`src/rtl/leitor_registrador7b.sv`:
```
// leitor_registrador7b: read-side companion of the 7-bit register bank.
// On a read request it snapshots the selected register word and sends it
// LSB-first over a valid/accept handshake. When the last bit is accepted it
// pulses fim for one cycle. The captured word is also held on dado_lido.
// Optional feature macro: PARIDADE_EN. When it is defined, an even-parity bit
// is sent after the data MSB.
module leitor_registrador7b #(
    parameter int LARGURA = 7,
    parameter int SEL_W   = 2
) (
    input  logic                            clk,
    input  logic                            rst,
    input  logic [LARGURA*(2**SEL_W)-1:0]   valores_registrador,
    input  logic [SEL_W-1:0]                sel,
    input  logic                            sinal,
    input  logic                            aceita,
    output logic                            bit_saida,
    output logic                            bit_valido,
    output logic                            ocupado,
    output logic                            fim,
    output logic [LARGURA-1:0]              dado_lido
);

    localparam int NUM_REG = 2**SEL_W;
`ifdef PARIDADE_EN
    localparam int NBITS = LARGURA + 1;
`else
    localparam int NBITS = LARGURA;
`endif
    localparam int CNT_W = $clog2(NBITS + 1);
    localparam logic [CNT_W-1:0] ULTIMO = CNT_W'(NBITS - 1);

    typedef enum logic [1:0] {
        OCIOSO = 2'd0,
        ENVIO  = 2'd1,
        FIM    = 2'd2
    } estado_t;

    estado_t             state_reg, state_next;
    logic [NBITS-1:0]    shift_reg;
    logic [CNT_W-1:0]    cnt_reg;
    logic [LARGURA-1:0]  dado_reg;
    logic                captura;
    logic                avanca;

    // Split the flattened bank into one word per register.
    logic [LARGURA-1:0]  banco [NUM_REG];
    generate
        for (genvar gi = 0; gi < NUM_REG; gi++) begin : g_banco
            assign banco[gi] = valores_registrador[gi*LARGURA +: LARGURA];
        end
    endgenerate

    logic [LARGURA-1:0]  palavra_sel;
    logic [NBITS-1:0]    carga;
    assign palavra_sel = banco[sel];
`ifdef PARIDADE_EN
    // The parity bit sits above the MSB, so it leaves the shifter last.
    assign carga = {^palavra_sel, palavra_sel};
`else
    assign carga = palavra_sel;
`endif

    // State register.
    always_ff @(posedge clk or posedge rst) begin
        if (rst) begin
            state_reg <= OCIOSO;
        end else begin
            state_reg <= state_next;
        end
    end

    // Next-state logic and the capture/advance strobes for the datapath.
    always_comb begin
        state_next = state_reg;
        captura    = 1'b0;
        avanca     = 1'b0;
        case (state_reg)
            OCIOSO: begin
                if (sinal) begin
                    captura    = 1'b1;
                    state_next = ENVIO;
                end
            end
            ENVIO: begin
                if (aceita) begin
                    avanca = 1'b1;
                    if (cnt_reg == ULTIMO) begin
                        state_next = FIM;
                    end
                end
            end
            FIM: begin
                state_next = OCIOSO;
            end
            default: begin
                state_next = OCIOSO;
            end
        endcase
    end

    // Snapshot on capture. Shift one bit per accepted handshake.
    always_ff @(posedge clk or posedge rst) begin
        if (rst) begin
            shift_reg <= '0;
            cnt_reg   <= '0;
            dado_reg  <= '0;
        end else if (captura) begin
            shift_reg <= carga;
            cnt_reg   <= '0;
            dado_reg  <= palavra_sel;
        end else if (avanca) begin
            shift_reg <= shift_reg >> 1;
            cnt_reg   <= cnt_reg + 1'b1;
        end
    end

    // All outputs are decoded from registered state, so neither sinal nor
    // aceita has a combinational path to an output.
    assign bit_valido = (state_reg == ENVIO);
    assign bit_saida  = (state_reg == ENVIO) & shift_reg[0];
    assign ocupado    = (state_reg == ENVIO) | (state_reg == FIM);
    assign fim        = (state_reg == FIM);
    assign dado_lido  = dado_reg;

endmodule
```
`config.mk`:
```
export PLATFORM = sky130hd
export DESIGN_NAME = leitor_registrador7b
export DESIGN_NICKNAME = d
export VERILOG_FILES = /design/src/rtl/leitor_registrador7b.sv
export SDC_FILE = /design/constraint.sdc
export NUM_CORES = 1
export LEC_CHECK = 0
export CORE_ASPECT_RATIO = 1.1
export CORE_MARGIN = 2
export CORE_UTILIZATION = 45
export DETAILED_ROUTE_END_ITERATION = 6
export PLACE_DENSITY = 0.84
export SLEW_MARGIN = 5
export SYNTH_ARGS = -nofsm -noshare
export SYNTH_HDL_FRONTEND = slang
export SYNTH_SLANG_ARGS = --single-unit
export TNS_END_PERCENT = 1
```
`constraint.sdc`:
```
create_clock -name clk -period 2.44 [get_ports clk]
set_input_delay 0.61 -clock clk [delete_from_list [all_inputs] [get_ports clk]]
set_output_delay 0.61 -clock clk [all_outputs]
set_load 0.005 [all_outputs]
```
Yosys cells after proc, flatten, opt, wreduce, memory -nomap -nowiden
Cells that the tools add are included.
{"block": "totals", "memories": 0, "rom_bits": 0, "regBits": 19, "latchBits": 0, "ram_bits": 0, "inputBits": 34, "word_cells": 33, "out_inout_bits": 11}
{"block": "classes", "addsub": 1, "bitwise": 3, "n_eq_ne": 6, "order_cmp": 1, "shifts": 0, "mul": 0, "n_reduce_logical": 3, "div": 0, "n_mux": 15}
{"operator": "$mux 7", "count": 4}
{"operator": "$bmux 7 s2", "count": 1}
{"operator": "$mux 2", "count": 3}
{"operator": "$mux 3", "count": 2}
{"operator": "$mux 1", "count": 4}
{"operator": "$ne 2x2->1 const B", "count": 2}
{"operator": "$pmux 2 s2", "count": 1}
{"operator": "$add 3x1->3 const B", "count": 1}
{"operator": "$eq 3x3->1 const B", "count": 1}
{"operator": "$ge 3x3->1 const B", "count": 1}
{"operator": "$not 2->3", "count": 1}
{"operator": "$reduce_and 3->1", "count": 1}
{"operator": "$eq 2x1->1 const B", "count": 1}
{"operator": "$eq 2x2->1 const B", "count": 1}
{"operator": "$logic_not 2->1", "count": 1}
{"operator": "$ne 2x1->1 const B", "count": 1}
{"operator": "$reduce_bool 2->1", "count": 1}
{"operator": "$and 1x1->1", "count": 1}
{"operator": "$or 1x1->1", "count": 1}

Logic depth before layout (Yosys ltp)
{"block": "depth", "word_depth": 5, "mapped_depth": 7, "depth_no_buf": 5}

Worst setup path before layout
OpenSTA, ideal clock, no wires.
{"block": "synth_path", "path_type": "input to register", "start": "input sel[0]", "end": "register dado_reg[6] (netlist: dado_lido[6])", "slack_ns": 0.789, "n_path_buf": 1, "required_ns": 2.321, "stages": 4, "arrival_ns": 1.533, "setup_ns": 0.119, "path_cell_list": "buf_6 > mux4_2 > and2_4 > a21o_2"}
{"block": "synth_via", "elab_chain_cells": 4}
{"element": "start, declared", "line": "14", "text": "input logic [SEL_W-1:0] sel,"}
{"element": "$not 2->3 (implied by the code)", "line": "56", "text": "assign palavra_sel = banco[sel];"}
{"element": "$bmux 7 s2", "line": "56"}
{"element": "$mux 7 (implied by the code) (2 in series)", "line": "56"}
{"element": "end signal, assigned", "line": "111", "text": "dado_reg <= palavra_sel;"}
{"element": "end, declared", "line": "42", "text": "logic [LARGURA-1:0] dado_reg;"}
No other way between the ends. The select of a mux whose other input is x is not followed.
A chain may end at the register's enable or synchronous reset.

Worst setup path in the final report
{"block": "layout_path", "start": "register state_reg[1]", "end": "output bit_saida"}
{"block": "layout_via", "elab_chain_cells": 2}
{"element": "start, declared", "line": "39", "text": "estado_t state_reg, state_next;"}
{"element": "start signal, assigned", "line": "69", "text": "state_reg <= state_next;"}
{"element": "$eq 2x1->1", "line": "121", "text": "assign bit_saida = (state_reg == ENVIO) & shift_reg[0];"}
{"element": "$and 1x1->1", "line": "121"}
{"element": "end, declared", "line": "17", "text": "output logic bit_saida,"}
No other way between the ends.

==> results.rst <==
.. list-table::
   :header-rows: 1

   * - Metric
     - Value
   * - Layout Nets
     - 179
   * - Net count after synthesis
     - 133
   * - Number of nets with antenna violations after detailed routing
     - 0
   * - EDFF count, synth
     - 0
   * - Layout cell share with drive strength beyond 1
     - 0.0730
   * - Die Footprint
     - 2810 um2
   * - Sequential cell area fraction in the yosys report
     - 0.439
   * - Drt pass-1 iters
     - 4
   * - Post-synthesis cell type with the largest combined area
     - sky130_fd_sc_hd__dfrtp_1
   * - Category of the worst setup path launch point
     - register
   * - Final core utilization
     - 0.693
   * - CTS buffer count
     - 3
   * - Final Wtd Congestion
     - 0.741
   * - Reported max-cap violation count
     - 0
   * - Data arrival time of the critical path
     - 1.73 ns
   * - Post-route minimum period
     - 2.34 ns
   * - Width of the die
     - 50.8 um
   * - Fraction of synthesis flops using an asynchronous set or reset pin
     - 1.00
   * - Number of standard cells after synthesis
     - 92
   * - Critical path fanouts, max
     - 6
   * - Number of buffers inserted by post-CTS setup repair
     - 0
   * - Synthesis warning total
     - 0
   * - Antenna violations before repair
     - 0
   * - Setup repair after global routing missed its margin
     - no
   * - Max H-tree Level
     - 1
   * - Outcome
     - complete, no violations
   * - Port Buffer Count
     - 44
   * - Static power due to leakage
     - 0.736 nW
   * - Clock tree root driver cell
     - sky130_fd_sc_hd__clkbuf_4
   * - Category of the worst setup path capture point
     - primary output
   * - Worst skew pair latency
     - 0.29 ns
   * - Slew of the pin with the lowest slew margin
     - 0.680 ns
   * - Data required, critical path
     - 1.83 ns
   * - Overflow left after global routing
     - 0
   * - Final Hold Slack
     - 0.490 ns
   * - Cell area after technology mapping
     - 1080 um2
   * - Number of diodes added for antenna fixing
     - 0
   * - Final Slew Violations
     - 0
   * - Vias in the first global route
     - 898
   * - Unique masters post-synth
     - 26
   * - Cell with the most instances after synthesis
     - sky130_fd_sc_hd__nand2_1
   * - Setup slack after placement
     - 0.227 ns
   * - Post-DP HPWL
     - 1730 um
   * - Mean routed wirelength per cell
     - 12.6 um
   * - WL final
     - 2100 um
   * - Class of the tightest hold or removal check
     - register to register
   * - Height of the chip
     - 55.4 um
   * - First-pass GRT wire length
     - 3620 um
   * - Count of fill cells added during filler insertion
     - 174
   * - Number of ports placed on the die boundary
     - 45
   * - Fmax
     - 427 MHz
   * - GRT Overall Usage
     - 0.170
   * - Post-Synthesis Mean Instance Area
     - 11.8 um2
   * - Core Region
     - 2270 um2
   * - DRC Markers
     - 0
   * - Effective utilization at floorplan
     - 0.476
   * - Ratio of final minimum period to clock period
     - 0.959
   * - Synth-to-layout area growth
     - 45.5%
   * - Main flop type after synthesis
     - sky130_fd_sc_hd__dfrtp_1
   * - Clock input transition at the sequential cells of the worst setup and hold paths
     - 0.10 ns
   * - Violation count after the first detailed-routing iteration
     - 4
   * - Cell Pwr Density
     - 874 nW/um2
   * - Hold Vio Cnt, Final
     - 0
   * - Post-synthesis sequential element count
     - 19
   * - Tightest slew margin relative to the limit
     - 0.546
   * - Number of sinks driven by the clock tree
     - 19
   * - Crit Path Class
     - register to primary output
   * - Area share of the largest cell type after synthesis
     - 0.439
   * - Vias per Instance
     - 5.23
   * - Total number of vias
     - 874
   * - Most instantiated cells after synthesis
     - sky130_fd_sc_hd__nand2_1, sky130_fd_sc_hd__dfrtp_1, sky130_fd_sc_hd__ha_1
   * - Top cells by area, synth
     - sky130_fd_sc_hd__dfrtp_1, sky130_fd_sc_hd__mux4_1, sky130_fd_sc_hd__ha_1
   * - Final setup violation count
     - 0
   * - Clock Path Buffers
     - 2
   * - TritonCTS clock tree
     - built
   * - Num rows
     - 18
   * - Final Skew
     - 0.00435 ns
   * - Crit path setup slack, layout
     - 0.100 ns
   * - Setup_tns
     - 0 ns
   * - Pin count of the biggest net entering global routing
     - 20
   * - Worst vdd rail ir drop
     - 0.473 mV
==> layout make-up <==
cell class	instances	area, um2	share of cell area
multi-input cells	65	572	0.363
flip-flops and latches	19	475	0.302
repair buffers	45	448	0.284
well taps	30	37.5	0.0238
clock buffers	3	22.5	0.0143
inverters	4	15.0	0.00953
clock inverters	1	5.00	0.00318
==> worst max-delay path, stage by stage (launching register included) <==
cell and delay [ns]:
sky130_fd_sc_hd__dfrtp_1 0.42, sky130_fd_sc_hd__inv_1 0.14, sky130_fd_sc_hd__ha_2 0.25, sky130_fd_sc_hd__and2_1 0.14
sky130_fd_sc_hd__clkdlybuf4s50_1 0.49
==> cells in the final DEF (no fill, tap or decap), types with 2 or more instances in the layout <==
| cell type | synthesis | routed |
|---|---|---|
| sky130_fd_sc_hd__nor2b_1 | 2 | 2 |
| sky130_fd_sc_hd__clkdlybuf4s50_1 | 0 | 44 |
| sky130_fd_sc_hd__mux4_1 | 6 | 6 |
| sky130_fd_sc_hd__clkbuf_4 | 0 | 3 |
| sky130_fd_sc_hd__mux2i_1 | 6 | 6 |
| sky130_fd_sc_hd__nor2_1 | 2 | 2 |
| sky130_fd_sc_hd__inv_1 | 4 | 4 |
| sky130_fd_sc_hd__nand2_1 | 20 | 20 |
| sky130_fd_sc_hd__and2_1 | 2 | 2 |
| sky130_fd_sc_hd__ha_1 | 7 | 6 |
| sky130_fd_sc_hd__dfrtp_1 | 19 | 19 |
| sky130_fd_sc_hd__o21ai_0 | 6 | 6 |
==> repair_timing <==
action,4_1_cts,5_1_grt
gates resized for setup,0,1
hold buffers,0,0
hold endpoints to repair,0,0
endpoints found under the setup margin,0,1
==> kinds of logic after synthesis <==
| kind of cell | Yosys count | share of synthesized area |
|---|---|---|
| buffers and inverters | 8 | 0.0347 |
| multiplexers | 14 | 0.232 |
| AND/OR/NAND/NOR | 30 | 0.124 |
| XOR/XNOR | 2 | 0.0162 |
| flip-flops | 19 | 0.439 |
| AO/OA/AOI/OAI | 12 | 0.0728 |
| adder cells (fa/ha/maj) | 7 | 0.0809 |
==> per-stage QoR <==
step / instance area [um2] / power, mW / cells
after floorplan: 1080 / 0.910 / 92
after detailed placement: 1550 / 1.23 / 163
after global placement: 1550 / 1.19 / 163
after CTS: 1570 / 1.39 / 167
after global routing: 1580 / 1.49 / 167
final: 1580 / 1.38 / 167
==> power by group <==
group	leakage (nW)	total [mW]	switching (mW)	internal, mW
logic	0.480	0.684	0.291	0.394
clock network	0.0177	0.150	0.0895	0.0609
registers	0.239	0.542	0.0834	0.459
total	0.736	1.38	0.463	0.913
==> layer usage <==
layer	up-vias	share of wire	GRT usage	routed length, um
met1	411	0.37	0.175	770
li1	420	-	-	-
met3	4	0.080	0.0432	168
met2	39	0.53	0.312	1110
met5	-	0	0	0
met4	0	0.024	0.0811	50
==> path summary, 6_finish.rpt <==
check,end,from,cells past startpoint,slack (ns)
worst max register to register,state_reg[0],state_reg[1],5,0.78
worst min register to register,dado_lido[2],dado_lido[2],2,0.49
min in group asynchronous,dado_lido[3],rst,2,0.71
max in group asynchronous,shift_reg[3],rst,2,1.30
worst min-delay path,dado_lido[2],dado_lido[2],2,0.49
worst max-delay path,bit_saida,state_reg[1],4,0.10
No activity file was read; power rests on OpenSTA's default activity.
